$ cat config.mk
export PLATFORM = sky130hd
export DESIGN_NAME = hazard_stall_ctrl
export DESIGN_NICKNAME = d
export VERILOG_FILES = /design/src/rtl/hazard_stall_ctrl.sv
export SDC_FILE = /design/constraint.sdc
export NUM_CORES = 1
export LEC_CHECK = 0
export ABC_CLOCK_PERIOD_IN_PS = 3900
export BUFFER_PORTS_ARGS = -buffer_cell sky130_fd_sc_hd__buf_2
export CORE_MARGIN = 1.5
export CORE_UTILIZATION = 45
export CTS_CLUSTER_SIZE = 30
export DETAILED_ROUTE_END_ITERATION = 8
export PLACE_DENSITY_LB_ADDON = 0.05
export SYNTH_ARGS = -nofsm -noshare
export SYNTH_HDL_FRONTEND = slang
export SYNTH_SLANG_ARGS = --single-unit
export TNS_END_PERCENT = 1
$ cat constraint.sdc
create_clock -name clk -period 3.9 [get_ports clk]
set_clock_uncertainty 0.15 [all_clocks]
set_input_delay 0.39 -clock clk [delete_from_list [all_inputs] [get_ports clk]]
set_output_delay 0.39 -clock clk [all_outputs]
set_load 0.01 [all_outputs]
$ cat src/rtl/hazard_stall_ctrl.sv
// Pipeline hazard controller: load-use stall, branch redirect flush, and multi-cycle mul/div hold.
// Stall/flush outputs are combinational, same cycle. The mul/div sequencer holds the pipeline for exactly LAT cycles.
module hazard_stall_ctrl #(
  parameter int MUL_LAT = 3,
  parameter int DIV_LAT = 33
) (
  input  logic       clk,
  input  logic       rst,
  input  logic [4:0] D_Rs1,
  input  logic [4:0] D_Rs2,
  input  logic [4:0] E_Rd,
  input  logic       E_RegWrite,
  input  logic [1:0] E_ResultSrc,
  input  logic       E_PCSrc,
  input  logic       E_MdValid,
  input  logic       E_MdIsDiv,
  output logic       F_Stall,
  output logic       D_Stall,
  output logic       E_Stall,
  output logic       D_Flush,
  output logic       E_Flush,
  output logic       M_Bubble,
  output logic       md_start,
  output logic       md_busy,
  output logic [5:0] md_cnt
);

  localparam logic [1:0] S_IDLE = 2'd0;
  localparam logic [1:0] S_RUN  = 2'd1;
  localparam logic [1:0] S_DONE = 2'd2;

  localparam logic [5:0] MUL_CNT = 6'(MUL_LAT - 1);
  localparam logic [5:0] DIV_CNT = 6'(DIV_LAT - 1);

  logic [1:0] state;
  logic [1:0] state_nxt;
  logic [5:0] cnt_nxt;
  logic [5:0] lat_cnt;
  logic       start_raw;
  logic       lw_stall;

  assign lat_cnt = E_MdIsDiv ? DIV_CNT : MUL_CNT;

  always_comb begin
    state_nxt = state;
    cnt_nxt   = md_cnt;
    start_raw = 1'b0;
    case (state)
      S_IDLE: begin
        if (E_MdValid) begin
          start_raw = 1'b1;
          cnt_nxt   = lat_cnt;
          state_nxt = (lat_cnt == 6'd0) ? S_DONE : S_RUN;
        end
      end
      S_RUN: begin
        // <=1 rather than ==1 so a corrupted zero count cannot wrap into a 63-cycle hang
        if (md_cnt <= 6'd1) begin
          cnt_nxt   = 6'd0;
          state_nxt = S_DONE;
        end else begin
          cnt_nxt = md_cnt - 6'd1;
        end
      end
      S_DONE: begin
        state_nxt = S_IDLE;
      end
      default: begin
        state_nxt = S_IDLE;
        cnt_nxt   = 6'd0;
      end
    endcase
  end

  always_ff @(posedge clk or posedge rst) begin
    if (rst) begin
      state  <= S_IDLE;
      md_cnt <= 6'd0;
    end else begin
      state  <= state_nxt;
      md_cnt <= cnt_nxt;
    end
  end

  // Reset forces IDLE asynchronously, but E_MdValid may still be high, so gate the start explicitly
  assign md_start = start_raw & ~rst;
  assign md_busy  = md_start | (state == S_RUN);

  assign lw_stall = (E_ResultSrc == 2'b01) && E_RegWrite && (E_Rd != 5'd0) &&
                    ((D_Rs1 == E_Rd) || (D_Rs2 == E_Rd));

  always_comb begin
    F_Stall  = 1'b0;
    D_Stall  = 1'b0;
    E_Stall  = 1'b0;
    D_Flush  = 1'b0;
    E_Flush  = 1'b0;
    M_Bubble = 1'b0;
    if (md_busy) begin
      F_Stall  = 1'b1;
      D_Stall  = 1'b1;
      E_Stall  = 1'b1;
      M_Bubble = 1'b1;
    end else if (E_PCSrc) begin
      D_Flush = 1'b1;
      E_Flush = 1'b1;
    end else if (lw_stall) begin
      F_Stall = 1'b1;
      D_Stall = 1'b1;
      E_Flush = 1'b1;
    end
  end

endmodule
# Word-level counts from Yosys, hierarchy flattened
# Cells that the tools add are included.
[word_totals]
register_bits = 8
latch_bits = 0
mem_bits_rw = 0
mem_bits_ro = 0
in_bits = 23
out_inout_bits = 14
mem_count = 0
[op_classes]
n_addsub = 1
n_mul = 0
div = 0
order_cmp = 1
eq_ne = 7
n_shift = 0
n_mux = 18
n_bitwise = 4
n_reduce_logical = 9
[op_table]
columns = ["cell", "n"]
rows = [
  ["6-bit 2-to-1 mux", 3],
  ["6-bit case mux with 3 select lines", 1],
  ["5-bit equality test", 2],
  ["1-bit 2-to-1 mux", 10],
  ["6-bit by 1-bit less-or-equal comparator with 1-bit output, second input constant", 1],
  ["6-bit zero test", 1],
  ["2-bit 2-to-1 mux", 3],
  ["6-bit by 1-bit subtractor with 6-bit output, second input constant", 1],
  ["5-bit nonzero test", 1],
  ["2-bit by 1-bit equality test with 1-bit output, second input constant", 2],
  ["2-bit inequality test, second input constant", 2],
  ["2-bit case mux with 2 select lines", 1],
  ["2-bit AND reduction", 2],
  ["1-bit logical AND", 3],
  ["2-bit equality test, second input constant", 1],
  ["2-bit zero test", 1],
  ["1-bit inverter", 2],
  ["1-bit AND", 1],
  ["1-bit logical OR", 1],
  ["1-bit bitwise OR", 1],
]

# Depth between registers and ports, before layout
[logic_depth]
word_depth = 7
mapped_depth = 6
depth_no_buf = 6

# Worst setup path before layout
# OpenSTA, ideal clock, no wires.
[synth_path]
path_kind = "input to output"
from = "input port E_Rd[2]"
to = "output port F_Stall"
t_arrival_ns = 1.448
path_slack_ns = 1.912
stages = 5
n_path_buf = 1
cell_sequence = "xor2_1 > nor3_1 > a22oi_1 > o31ai_1 > buf_4"
[synth_via]
elab_chain_len = 6
[synth_rtl]
columns = ["item", "line", "rtl"]
rows = [
  ["start: declaration", "11", "input logic [4:0] E_Rd,"],
  ["5-bit equality test or 5-bit nonzero test (tied branches)", "90, 89", ""],
  ["1-bit logical OR or 1-bit logical AND (tied branches)", "90, 89", ""],
  ["1-bit logical AND *", "89", "assign lw_stall = (E_ResultSrc == 2'b01) && E_RegWrite && (E_Rd != 5'd0) &&"],
  ["1-bit 2-to-1 mux * (3 in a row)", "--", ""],
  ["end: declaration", "17", "output logic F_Stall,"],
]
# Every way passes the cells marked *; elsewhere a longest branch is shown, timed or not.

# Final worst setup path
[layout_path]
from = "input port rst"
to = "output port E_Flush"
[layout_via]
elab_chain_len = 4
[layout_rtl]
columns = ["item", "line", "rtl"]
rows = [
  ["start: declaration", "8", "input logic rst,"],
  ["1-bit inverter", "86", "assign md_start = start_raw & ~rst;"],
  ["1-bit AND", "86", ""],
  ["1-bit bitwise OR", "87", "assign md_busy = md_start | (state == S_RUN);"],
  ["1-bit 2-to-1 mux", "99", "if (md_busy) begin"],
  ["end: declaration", "21", "output logic E_Flush,"],
]
# No other way between the ends.

==> results.md <==
- Status: complete, no violations
- Adder-cell share of the synthesized area: 3.906%
- Mux share of post-synthesis cell area: 0%
- I/O pin count: 37
- Core Box Area: 1318 um^2
- Slew HR: 71.84%
- Syn Inst Count: 76
- IO Port Bufs: 36
- Largest net degree at the start of global routing: 12
- Final setup fails: 0
- Setup TNS: 0 ns
- Antenna viol nets, final: 0
- Antenna violations before repair: 0
- Switching Share: 46.76%
- Register area share after synthesis: 31.25%
- Max Root-Sink Buffers: 2
- Die H: 40.73 um
- Clock power frac: 10.4%
- DR iter-0 viols: 5
- Die W: 40.73 um
- Crit Path Category: in2out
- Pwr/cell area: 736.3 nW/um^2
- Vias per std cell: 5.205
- Final layout net count: 139
- Final Wtd Congestion: 0.7626
- Main synth FF type: dfrtp_1
- Post-route DRC: 0
- Via count: 661
- Comb pwr share: 60.5%
- Number of max-cap violations: 0
- Mapped Area: 640.6 um^2
- Post-synthesis simple-gate area fraction: 20.90%
- Fin. max-slew vios: 0
- Initial Util: 48.62%
- Net Switching: 0.0002912 W
- Commonest non-fill, non-tap cell in the layout: buf_2
- Most frequent cells in the layout: buf_2 (36), xor2_1 (10), nor3_1 (9), dfrtp_1 (8)
- CTS resizes: 0
- CTS tree: done
- Static leakage: 0.4494 nW
- FMAX: 417.8 MHz
- Clk root buf: clkbuf_4
- Count of state elements after synthesis: 8
- Final Cycle Share: 61.37%
- Clock sink total: 8
- Startpoint Class: input pin
- Sequential share of power: 29.1%
- CP Max Fanout: 4
- RSZ-0062 raised after global routing: false
- Worst Path Required: 3.36 ns
- First-pass GRT wire length: 1918 um
- Clock transition at path regs: 0.06 ns
- Syn-to-layout area delta: 32.03%
- Post-route minimum period: 2.393 ns
- Post-Synth XOR/XNOR Area: 16.41%
- H-tree depth: 1
- Synth unique cells: 25
- FP Rows: 13
- Avg Cell Area, Syn: 8.429 um^2
- Drt wl/cell: 11.04 um
- # Post-CTS Setup Buffers: 0
- Vias in the first global route: 440
- Syn Nets: 101
- Count of hold-fix buffers inserted at cts: 1
- Hold Vio Cnt, Final: 0
- Area of the die: 1659 um^2
- Post-route insts no fill: 127
- Global route total overflow: 0
- Routed wire length: 1402 um
- Internal power: 0.0003316 W
- CTS Buf Count: 3
- Post-synth EDFFs: 0
- Filler Cell Count: 123
- VDD IR max: 0.0005208 V
- Synth Area in Compound Gates: 19.34%
- Crit path DAT: 1.85 ns
- Antenna diode count: 0
- Post-placement cell count: 123
- Worst-Margin Slew: 0.4215 ns
- Detail Placement HPWL: 1090 um
- Worst min path class: in2reg
- First-pass DRT Iterations: 4
- Clk Latency, worst-skew pair: 0.26 ns
- Largest family of logic cells by synthesized area: simple AND/OR/NAND/NOR gates
- Ys Warns: 0
- Crit path capture type: output port
- Share of cells above drive strength 1: 36.61%
- GRT Overall Usage: 18.52%
- Async SR Flop Fraction: 100.0%
==> area by class of cell <==
cell class,count,area (um^2),area share [%]
sequential,8,200.2,23.67
inverter,7,26.28,3.107
clock buffer,3,22.52,2.663
timing repair buffer,37,190.2,22.49
tap,15,18.77,2.219
multi-input combinational,57,387.9,45.86
==> power by group through the flow <==
stage,Combinational (W),Clock [W],Sequential (W)
5_1_grt,0.000427,0.0000720,0.000189
3_3_place_gp,0.000374,0,0.000180
6_report,0.000377,0.0000645,0.000181
2_1_floorplan,0.000295,0,0.000173
3_5_place_dp,0.000379,0,0.000182
4_1_cts,0.000381,0.0000669,0.000181
==> worst max-delay path: stages <==
cell	delay, ns
dlygate4sd3_1	0.52
buf_2	0.12
nor2b_1	0.04
o21ai_0	0.24
inv_1	0.12
o31ai_1	0.25
buf_2	0.17
==> metrics by stage <==
stage               setup WS (ns)  instance area [um^2]  util, %  power (W)  hold WS, ns
floorplan                   1.912                 640.6        -  0.0004683      0.05566
global placement            1.828                 813.3    61.73  0.0005540       0.2246
detailed placement          1.806                 813.3    61.73  0.0005602       0.2337
CTS                         1.493                 845.8    64.20  0.0006287       0.2713
global route                1.374                 845.8    64.20  0.0006875       0.2755
finish                      1.507                 845.8    64.20  0.0006228       0.2734
==> final timing paths <==
path,from,to,slack [ns],depth (start not counted)
max,rst,E_Flush,1.51,7
min,E_MdValid,state[0],0.27,3
max reg2reg,md_cnt[2],md_cnt[2],1.97,4
min reg2reg,state[1],state[0],0.31,1
max in group asynchronous,rst,md_cnt[2],2.83,3
min in group asynchronous,rst,state[1],0.51,3
==> cells by family after synthesis <==
| kind of cell | count (synthesis) |
|---|---|
| simple gates | 27 |
| xor+xnor | 12 |
| fa+ha+maj | 2 |
| buf+inv | 11 |
| compound gates | 16 |
| flops | 8 |
==> routing by layer <==
layer | part of all wire (%) | global-route usage (%)
met4 | 0.71 | 7.500
met3 | 6.4 | 9.783
met1 | 49 | 25.67
met2 | 44 | 23.41
met5 | 0 | 0
==> flip-flops by register name (all words and copies together), names as in the netlist <==
register,flops
md_cnt,6
state,2
==> cell usage after synthesis (all sizes together), types with 2 or more instances <==
cell,count,area (um^2)
o31ai,2,15.01
buf,3,22.52
nor3,9,45.04
nor2b,2,12.51
xnor2,2,17.52
o22ai,3,18.77
xor2,10,87.58
nor2,7,26.28
o21ai,4,20.01
nand2,5,18.77
ha,2,25.02
inv,7,26.28
dfrtp,8,200.2
a21o,2,15.01
Note: power is estimated with default switching activity, not from simulation.
